### config.mk
export PLATFORM = sky130hd
export DESIGN_NAME = writeback_arbiter
export DESIGN_NICKNAME = d
export VERILOG_FILES = /design/src/rtl/writeback_arbiter.sv
export SDC_FILE = /design/constraint.sdc
export NUM_CORES = 1
export LEC_CHECK = 0
export CORE_MARGIN = 1
export CORE_UTILIZATION = 35
export DETAILED_ROUTE_END_ITERATION = 7
export PLACE_DENSITY = 0.53
export SYNTH_ARGS = -nofsm -noshare
export SYNTH_HDL_FRONTEND = slang
export SYNTH_SLANG_ARGS = --single-unit
### constraint.sdc
create_clock -name Clock -period 5.9 [get_ports Clock]
set_input_delay 0.885 -clock Clock [delete_from_list [all_inputs] [get_ports Clock]]
set_output_delay 0.885 -clock Clock [all_outputs]
set_load 0.02 [all_outputs]
### src/rtl/writeback_arbiter.sv
// writeback_arbiter
//   Owns the single write port of the register file. Two producers compete:
//   the ALU (fixed priority, never stalled) and the load-return path
//   (buffered in a DEPTH-entry FIFO, drained in non-ALU cycles). A pending
//   scoreboard marks registers with an outstanding load so upstream issue
//   logic can stall on hazards.
//
// Ports
//   Clock, Reset                    rising-edge clock, async active-low reset
//   AluValid/AluDest/AluData        ALU result (highest priority)
//   LoadValid/LoadDest/LoadData     load return offer
//   LoadReady                       load accepted when LoadValid && LoadReady
//   IssueLoad/IssueDest             load issued upstream, sets Pending bit
//   Pending                         one bit per register, outstanding load
//   WriteEnable/SelectInput/
//   WriteData/WriteFromLoad         registered register-file write port
module writeback_arbiter #(
    parameter int DEPTH  = 4,
    parameter int DATA_W = 16,
    parameter int ADDR_W = 4
) (
    input  logic                    Clock,
    input  logic                    Reset,
    input  logic                    AluValid,
    input  logic [ADDR_W-1:0]       AluDest,
    input  logic [DATA_W-1:0]       AluData,
    input  logic                    LoadValid,
    input  logic [ADDR_W-1:0]       LoadDest,
    input  logic [DATA_W-1:0]       LoadData,
    output logic                    LoadReady,
    input  logic                    IssueLoad,
    input  logic [ADDR_W-1:0]       IssueDest,
    output logic [(1<<ADDR_W)-1:0]  Pending,
    output logic                    WriteEnable,
    output logic [ADDR_W-1:0]       SelectInput,
    output logic [DATA_W-1:0]       WriteData,
    output logic                    WriteFromLoad
);

    localparam int NREG  = 1 << ADDR_W;
    localparam int PTR_W = (DEPTH > 1) ? $clog2(DEPTH) : 1;
    localparam int CNT_W = PTR_W + 1;

    logic [ADDR_W-1:0] dest_mem [DEPTH];
    logic [DATA_W-1:0] data_mem [DEPTH];
    logic [PTR_W-1:0]  rd_ptr, wr_ptr;
    logic [CNT_W-1:0]  count;

    logic              fifo_nonempty;
    logic              accept;
    logic              sel_alu, sel_fifo, sel_bypass;
    logic              push, pop;
    logic [ADDR_W-1:0] head_dest;
    logic [DATA_W-1:0] head_data;
    logic [NREG-1:0]   set_mask, clr_mask;

    assign LoadReady     = (count < CNT_W'(DEPTH));
    assign fifo_nonempty = (count != '0);
    assign accept        = LoadValid && LoadReady;
    assign head_dest     = dest_mem[rd_ptr];
    assign head_data     = data_mem[rd_ptr];

    // Source priority: ALU, then FIFO head, then direct bypass of an
    // incoming load (only when nothing older is buffered, keeping order).
    always_comb begin
        sel_alu    = AluValid;
        sel_fifo   = !AluValid && fifo_nonempty;
        sel_bypass = !AluValid && !fifo_nonempty && accept;
        pop        = sel_fifo;
        push       = accept && !sel_bypass;
    end

    // Scoreboard: set beats clear when both target the same register.
    always_comb begin
        set_mask = '0;
        clr_mask = '0;
        if (IssueLoad)
            set_mask = NREG'(1) << IssueDest;
        if (sel_fifo)
            clr_mask = NREG'(1) << head_dest;
        else if (sel_bypass)
            clr_mask = NREG'(1) << LoadDest;
    end

    // Storage array carries no reset; validity is tracked by count.
    always_ff @(posedge Clock) begin
        if (push) begin
            dest_mem[wr_ptr] <= LoadDest;
            data_mem[wr_ptr] <= LoadData;
        end
    end

    always_ff @(posedge Clock or negedge Reset) begin
        if (!Reset) begin
            rd_ptr <= '0;
            wr_ptr <= '0;
            count  <= '0;
        end else begin
            if (push)
                wr_ptr <= wr_ptr + PTR_W'(1);
            if (pop)
                rd_ptr <= rd_ptr + PTR_W'(1);
            if (push && !pop)
                count <= count + CNT_W'(1);
            else if (pop && !push)
                count <= count - CNT_W'(1);
        end
    end

    always_ff @(posedge Clock or negedge Reset) begin
        if (!Reset)
            Pending <= '0;
        else
            Pending <= (Pending & ~clr_mask) | set_mask;
    end

    // Select/data hold their last value on idle cycles.
    always_ff @(posedge Clock or negedge Reset) begin
        if (!Reset) begin
            WriteEnable   <= 1'b0;
            SelectInput   <= '0;
            WriteData     <= '0;
            WriteFromLoad <= 1'b0;
        end else if (sel_alu) begin
            WriteEnable   <= 1'b1;
            SelectInput   <= AluDest;
            WriteData     <= AluData;
            WriteFromLoad <= 1'b0;
        end else if (sel_fifo) begin
            WriteEnable   <= 1'b1;
            SelectInput   <= head_dest;
            WriteData     <= head_data;
            WriteFromLoad <= 1'b1;
        end else if (sel_bypass) begin
            WriteEnable   <= 1'b1;
            SelectInput   <= LoadDest;
            WriteData     <= LoadData;
            WriteFromLoad <= 1'b1;
        end else begin
            WriteEnable   <= 1'b0;
            WriteFromLoad <= 1'b0;
        end
    end

endmodule

==> results.cfg, run 1 <==
[run_status]
status = completed

[place]
gp_congestion = 0.835
dp.cells = 624
dp_hpwl_mm = 7.56
portBuffers = 87

[cts]
clock_latency_ns = 0.41
cts_hold_buf = 0
cts_tree = built
cts_resized = 0
cts_root_buffer = clkbuf_16
cts.sinks = 125
cts_buffers = 17
clkSlewWorstSetupHoldPaths_ns = 0.05
postCtsSetupRepairBufs = 0
htree_num_levels = 4
clock_tree.buffer_depth = 2

[sta]
worstMarginPinSlew_ns = 1.10
relSlewSlack_pct = 26.9
fin_crit_ns = 3.35
timing.hold.ws_ns = 0.539
slew_violations = 0
finalSetupTns_ns = 0
skew_ns = 0.00684
setup_viol = 0
fmax_ghz = 0.298
rsz0062_at_grt = false
hold_viol = 0
period_share_pct = 56.8

[power]
powerDensity_nw_per_um2 = 495
vdd_ir_drop_max_mv = 0.209
p_leak_nw = 2.47

[global_routing]
grt-ovfl-total = 0
grt_use_total_pct = 17.2
antenna_found_initial = 0
grt_max_degree = 46
grt_first_pass_wirelength_mm = 18.6
first_global_vias = 3384

[critical_path]
path_cells = clkdlybuf4s50_1, inv_2, nor3_1, and2_1
cp_max_fo = 21
crit_path_end_kind = register
cp_slowest_cell = and2_1
path_class = input port to register
startpoint_type = input port
crit_family = simple AND/OR/NAND/NOR gates
cp_slowest_stage_delay_ns = 0.94
path_buf_inv = 2
cp.required_ns = 5.93
critical_path_arrival_ns = 3.38

[floorplanning]
dieArea_sq_um = 15300
initial_core_util_pct = 35.8
coreArea_sq_um = 14500
die_y_um = 124
rows = 44
io_pins = 88
die_x_um = 124

[final_layout]
seq_area_sq_um = 3530
drive_above_1_share_pct = 12.9
syn_to_final_growth_pct = 31.5
final_util_pct = 47.1
fill_cells = 1304
multi_input_area_sq_um = 1570
nNetsFinal = 514
antenna_cells = 0
final_cells = 656

[drt]
ant_nets = 0
post_drt_wl_per_cell_um = 18.2
via_per_inst = 5.07
drtIter0Drc = 194
firstDrtPassIters = 5
routed-via-count = 3326
postRouteWirelength_mm = 12.0
drc = 0

[synthesis]
synth_area_sq_um = 5180
synth_ff_type = edfxtp_1
ys_seq_area_share_pct = 68.1
synth_commonest_cells = edfxtp_1 (80), nand2_1 (70), dfrtp_1 (45), nor2_1 (26)
synth_edf_count = 80
synth_nets = 418
yosys_warnings = 0
synth_area_per_cell_sq_um = 14.3
synth_top_area_cell = edfxtp_1
synth_most_common_cell = edfxtp_1
synthDistinctLibCells = 37
synthCells = 363
async_flop_share_pct = 36.0
synth_top_cell_area_share_pct = 46.4
synth_seq_cells = 125
synth_area_leaders = edfxtp_1 (46%), dfrtp_1 (22%), mux4_2 (8.7%)

[worst_hold_path]
worstHoldPathType = register to register

[flow_run]
maxCapViolCount = 0
-- report_power, final --
group          internal [mW]  switching, mW
sequential              1.16          0.108
clock                  0.639          0.358
combinational          0.523          0.582
-- worst register-to-register path, stage by stage, from the launching register on --
cell	delay, ns
dfrtp_1	0.46
nor3_1	0.58
nor2_2	0.05
buf_4	0.25
inv_2	0.08
ha_1	0.17
inv_1	0.07
fa_1	0.38
xor2_1	0.16
nor2_1	0.11
xnor2_1	0.13
-- area by class of cell --
type / instances / share of cell area [%]
flip-flops and latches: 125 / 51.8
repair buffers: 92 / 13.3
inverters: 6 / 0.330
clock buffers: 24 / 6.92
multi-input cells: 217 / 23.0
clock inverters: 8 / 1.34
well taps: 184 / 3.38
-- metal layers --
metal	global-route usage, %	vias up	part of all wire [%]
li1	-	1564	-
met1	22.0	1635	45
met2	26.8	107	48
met3	5.31	20	5.6
met4	7.76	0	2.0
met5	0	-	0
-- stage by stage --
stage	instance area (sq um)	setup WS [ns]	total power [mW]
floorplan	5180	3.18	1.95
CTS	6820	2.49	3.41
detailed placement	6250	2.05	2.41
global placement	6250	2.19	2.39
global route	6820	2.33	3.56
finish	6820	2.55	3.37
-- state kept, by name (all words and copies together), names as in the netlist --
signal	cells
wr_ptr	2
SelectInput	4
WriteFromLoad	1
Pending	16
dest_mem	16
WriteEnable	1
data_mem	64
WriteData	16
count	3
rd_ptr	2
-- path summary, 6_finish.rpt --
path | from | cells after the start | end | slack, ns
setup / recovery | LoadValid | 4 | data_mem[1][2] | 2.55
hold / removal | Pending[15] | 2 | Pending[15] | 0.54
setup reg to reg | count[0] | 10 | count[2] | 3.39
hold reg to reg | Pending[15] | 2 | Pending[15] | 0.54
max in group asynchronous | Reset | 1 | wr_ptr[0] | 4.54
min in group asynchronous | Reset | 1 | WriteData[0] | 0.69
-- placed cells by master, fill, tap and decap left out, types with 2 or more instances in the layout --
cell | Yosys | layout
clkdlybuf4s50_1 | 0 | 86
edfxtp_1 | 80 | 80
nand2_1 | 70 | 70
dfrtp_1 | 45 | 45
nor2_1 | 26 | 25
mux4_2 | 20 | 20
o21ai_1 | 20 | 20
a31oi_1 | 17 | 17
clkbuf_16 | 0 | 17
o221ai_1 | 16 | 16
nand3_1 | 5 | 5
ha_1 | 5 | 5
clkbuf_1 | 10 | 5
buf_4 | 2 | 5
inv_1 | 4 | 4
nand2b_1 | 4 | 4
and2_1 | 4 | 4
xnor2_1 | 4 | 4
clkinv_2 | 0 | 4
a21oi_1 | 3 | 3
nor3_1 | 2 | 2
inv_2 | 2 | 2
nor2b_1 | 2 | 2
nand4b_1 | 2 | 2
or4b_4 | 2 | 2
xor2_1 | 2 | 2
a222oi_1 | 2 | 2
clkbuf_8 | 0 | 2
bufinv_16 | 0 | 2
-- kinds of logic after synthesis --
| family | synth area share (%) |
|---|---|
| simple gates | 11.2 |
| mux | 8.91 |
| buf+inv | 1.71 |
| xor+xnor | 1.01 |
| compound gates | 7.51 |
| fa+ha+maj | 1.59 |
| flops | 68.1 |
Note: power is estimated with default switching activity, not from simulation.
==> inputs of run 2 (changes only) <==
==> constraint.sdc (replaced) <==
create_clock -name Clock -period 3.5 [get_ports Clock]
set_input_delay 0.525 -clock Clock [delete_from_list [all_inputs] [get_ports Clock]]
set_output_delay 0.525 -clock Clock [all_outputs]
set_load 0.02 [all_outputs]
==> results.cfg, run 2 (synthesized netlist as in run 1, its figures left out) <==
[sta]
period_share_pct = 66.4
relSlewSlack_pct = 50.1
rsz0062_at_grt = false
setup_viol = 0
skew_ns = 0.00795
hold_viol = 0
slew_violations = 0
setup_ws_ns = 1.18
finalSetupTns_ns = 0
fin_crit_ns = 2.32
timing.hold.ws_ns = 0.0540
fmax_ghz = 0.430
worstMarginPinSlew_ns = 0.743

[critical_path]
cp_slowest_cell = nor3_1
reg2reg_from = count[0]
cp-startpoint = count[0]
r2r_slack_ns = 1.18
r2r-end = count[2]
path_class = register to register
crit_path_end_kind = register
cp.required_ns = 3.83
cp_slowest_stage_delay_ns = 0.64
endpoint = count[2]
critical_path_arrival_ns = 2.65
startpoint_type = register
worst_r2r_path_depth = 9
cp_max_fo = 6
path_cells = nor3_1, nor2_2, inv_2, ha_1, inv_1, fa_1, xor2_1, nor2_1, xnor2_1

[cts]
htree_num_levels = 4
postCtsSetupRepairBufs = 0
cts_hold_buf = 0
cts_resized = 0
clkSlewWorstSetupHoldPaths_ns = 0.05
cts_root_buffer = clkbuf_16
cts_buffers = 17
clock_tree.buffer_depth = 2
cts.sinks = 125
cts_tree = built
clock_latency_ns = 0.41

[drt]
firstDrtPassIters = 4
drc = 0
ant_nets = 0
postRouteWirelength_mm = 12.3
via_per_inst = 5.09
post_drt_wl_per_cell_um = 18.5
routed-via-count = 3379
drtIter0Drc = 204

[floorplanning]
die_x_um = 124
io_pins = 88
dieArea_sq_um = 15300
rows = 44
die_y_um = 124
coreArea_sq_um = 14500
initial_core_util_pct = 35.8

[final_layout]
fill_cells = 1305
nNetsFinal = 522
antenna_cells = 0
drive_above_1_share_pct = 14.6
max_flop_register = data_mem
most-common-layout-cells = clkdlybuf4s50_1 (86), edfxtp_1 (80), nand2_1 (70)
syn_to_final_growth_pct = 32.8
final_common_cell = clkdlybuf4s50_1
design_area_sq_um = 6880
largest_reg_flops = 64

[global_routing]
antenna_found_initial = 0
first_global_vias = 3476
grt-ovfl-total = 0
grt_use_total_pct = 17.4
grt_max_degree = 31
grt_first_pass_wirelength_mm = 19.1

[worst_hold_path]
worstHoldPathType = input port to asynchronous set/reset pin

[power]
p_leak_nw = 2.52
p_total_mw = 5.73
powerDensity_nw_per_um2 = 833
vdd_ir_drop_max_mv = 0.376

[place]
gp_congestion = 0.840
post-place-ws_ns = 0.852
dp_hpwl_mm = 7.84
portBuffers = 87
place_area_sq_um = 6310

[run_status]
status = completed

[flow_run]
maxCapViolCount = 0
run 2: cell types whose count changed in the layout (fill, tap and decap cells not counted), sizes merged:
cell / previous run / this run
clkinv: 5 / 6
buf: 6 / 14
clkinvlp: 1 / 0
run 2: worst min path at each step:
stage | cells past startpoint | end | from
6_report | 1 | WriteData[0] | Reset
5_1_grt | 1 | WriteData[0] | Reset
4_1_cts | 1 | WriteData[0] | Reset
3_5_place_dp | 1 | WriteData[0] | Reset
3_3_place_gp | 1 | WriteData[0] | Reset
2_1_floorplan | 0 | Pending[0] | Reset
run 2: power by group:
part	leakage (nW)	switching, mW	internal, mW
Sequential	1.26	0.223	1.95
Clock	0.285	0.597	1.09
Combinational	0.974	0.964	0.899
Total	2.52	1.78	3.95
run 2: metal layers:
metal  GRT usage (%)  wire length (um)
met5               0                 0
met4            6.55               184
met3            4.21               602
met2            27.8              5810
met1            23.0              5710
run 2: cell type report:
cell class              count  area (sq um)  area share, %
well taps                 184           230           3.34
multi-input cells         217          1570           22.8
inverters                   6          22.5          0.327
flip-flops and latches    125          3530           51.3
repair buffers            100           963           14.0
clock inverters             8          88.8           1.29
clock buffers              24           482           7.00
run 2: critical path, delay by kind of cell (launching register included):
kind,cells,cell delay [ns]
xor gates and xnor gates,2,0.28
buffers and inverters,2,0.13
DFF,1,0.46
adders and majority gates,2,0.54
and+or+nand+nor,3,0.83
run 2: stage by stage:
stage,utilization (%),instances
6_report,47.5,664
3_5_place_dp,43.6,632
5_1_grt,47.5,664
2_1_floorplan,-,363
3_3_place_gp,43.6,632
4_1_cts,47.5,664
==> inputs of run 3 (changes only) <==
==> constraint.sdc (replaced) <==
create_clock -name Clock -period 2.35 [get_ports Clock]
set_input_delay 0.3525 -clock Clock [delete_from_list [all_inputs] [get_ports Clock]]
set_output_delay 0.3525 -clock Clock [all_outputs]
set_load 0.02 [all_outputs]
==> results.cfg, run 3 (synthesized netlist as in run 1, its figures left out) <==
[drt]
drc = 0
drtIter0Drc = 251
ant_nets = 0
routed-via-count = 3473
via_per_inst = 5.15
firstDrtPassIters = 4
post_drt_wl_per_cell_um = 18.7
postRouteWirelength_mm = 12.6

[global_routing]
top_usage_layer = met2
antenna_found_initial = 0
grt_util_met3_pct = 4.40
grt_max_degree = 46
use_met1_pct = 23.2
grt-ovfl-total = 0
grt_use_total_pct = 18.1
grt.met2_usage_pct = 29.3
grt_first_pass_wirelength_mm = 19.7
first_global_vias = 3612

[cts]
cts_resized = 0
clock_latency_ns = 0.41
cts_root_buffer = clkbuf_16
clock_tree.buffer_depth = 2
cts_buffers = 17
clkSlewWorstSetupHoldPaths_ns = 0.05
cts_tree = built
cts_hold_buf = 0
cts.sinks = 125
postCtsSetupRepairBufs = 0
htree_num_levels = 4

[critical_path]
startpoint_type = register
path_class = register to register
cp_max_fo = 5
crit_path_end_kind = register
cp.required_ns = 2.64
critical_path_arrival_ns = 2.35

[final_layout]
final_util_pct = 48.5
drive_above_1_share_pct = 16.3
max_flop_register = data_mem
fill_cells = 1285
final_cells = 674
syn_to_final_growth_pct = 35.6
final_common_cell = clkdlybuf4s50_1
multi_input_area_sq_um = 1570
largest_reg_flops = 64
nNetsFinal = 533
antenna_cells = 0
seq_area_sq_um = 3530
most-common-layout-cells = clkdlybuf4s50_1 (86), edfxtp_1 (80), nand2_1 (70)

[floorplanning]
rows = 44
die_x_um = 124
io_pins = 88
initial_core_util_pct = 35.8
die_y_um = 124
dieArea_sq_um = 15300
coreArea_sq_um = 14500

[sta]
finalSetupTns_ns = 0
fmax_ghz = 0.487
setup_viol = 0
skew_ns = 0.00928
hold_viol = 0
period_share_pct = 87.3
fin_crit_ns = 2.05
worstMarginPinSlew_ns = 0.658
rsz0062_at_grt = false
relSlewSlack_pct = 56.1
slew_violations = 0

[place]
dp.cells = 643
portBuffers = 87
dp_hpwl_mm = 8.20
gp_congestion = 0.784

[power]
powerDensity_nw_per_um2 = 1240
p_leak_nw = 2.59
clockPowerShare_pct = 29.7
combinationalPowerShare_pct = 33.2
p_int_mw = 6.02
swShare_pct = 30.8
pwr-share-seq_pct = 37.1
vdd_ir_drop_max_mv = 0.631
switchingPower_mw = 2.68

[flow_run]
maxCapViolCount = 0

[worst_hold_path]
worstHoldPathType = input port to asynchronous set/reset pin

[run_status]
status = completed
[run 3: cell types whose count changed in the layout (fill, tap and decap cells not counted)]
cell,change
clkbuf_8,-1
clkinv_2,-1
clkinv_1,+1
clkbuf_1,-1
buf_12,+4
bufinv_16,+1
buf_4,+7
[run 3: stage by stage]
| step | area, sq um | hold slack (ns) | setup slack (ns) | total power, mW |
|---|---|---|---|---|
| floorplan | 5180 | 0.0569 | 0.0471 | 4.89 |
| global placement | 6440 | 0.502 | 0.0934 | 6.13 |
| detailed placement | 6440 | 0.514 | 0.0413 | 6.18 |
| CTS | 7030 | 0.0754 | 0.267 | 8.81 |
| global route | 7030 | 0.108 | 0.149 | 9.17 |
| finish | 7030 | 0.0583 | 0.298 | 8.70 |
[run 3: power by group through the flow]
stage / Sequential [mW] / Clock [mW] / Combinational [mW]
floorplan: 3.55 / 0 / 1.34
detailed placement: 3.27 / 0 / 2.92
global placement: 3.25 / 0 / 2.89
finish: 3.23 / 2.58 / 2.89
global route: 3.29 / 2.73 / 3.15
CTS: 3.23 / 2.64 / 2.93
[run 3: final cells by class]
type / instances / share of cell area, %
Tap cell: 184 / 3.28
Inverter: 6 / 0.321
Clock inverter: 9 / 1.67
Sequential cell: 125 / 50.2
Clock buffer: 22 / 6.61
Multi-Input combinational cell: 217 / 22.3
Timing Repair Buffer: 111 / 15.6
[run 3: final timing paths]
| path | to | from | depth (start not counted) | slack [ns] |
|---|---|---|---|---|
| max | Pending[10] | rd_ptr[0] | 4 | 0.30 |
| min | WriteData[0] | Reset | 2 | 0.06 |
| max in group asynchronous | wr_ptr[0] | Reset | 2 | 1.84 |
| min in group Clock | WriteData[5] | AluData[5] | 3 | 0.50 |
| min reg2reg | WriteData[5] | WriteData[5] | 2 | 0.54 |
| max reg2reg | Pending[10] | rd_ptr[0] | 4 | 0.30 |
[run 3: critical path, cell delays in order (launching register included)]
cell and delay (ns):
dfrtp_1 0.50, mux4_2 0.61, or4b_4 0.55, o221ai_1 0.20
nand2_1 0.08
[run 3: metal layers]
layer / vias up / part of all wire [%]
met5: - / 0
met4: 0 / 1.1
met2: 96 / 49
li1: 1603 / -
met1: 1764 / 45
met3: 10 / 5.1
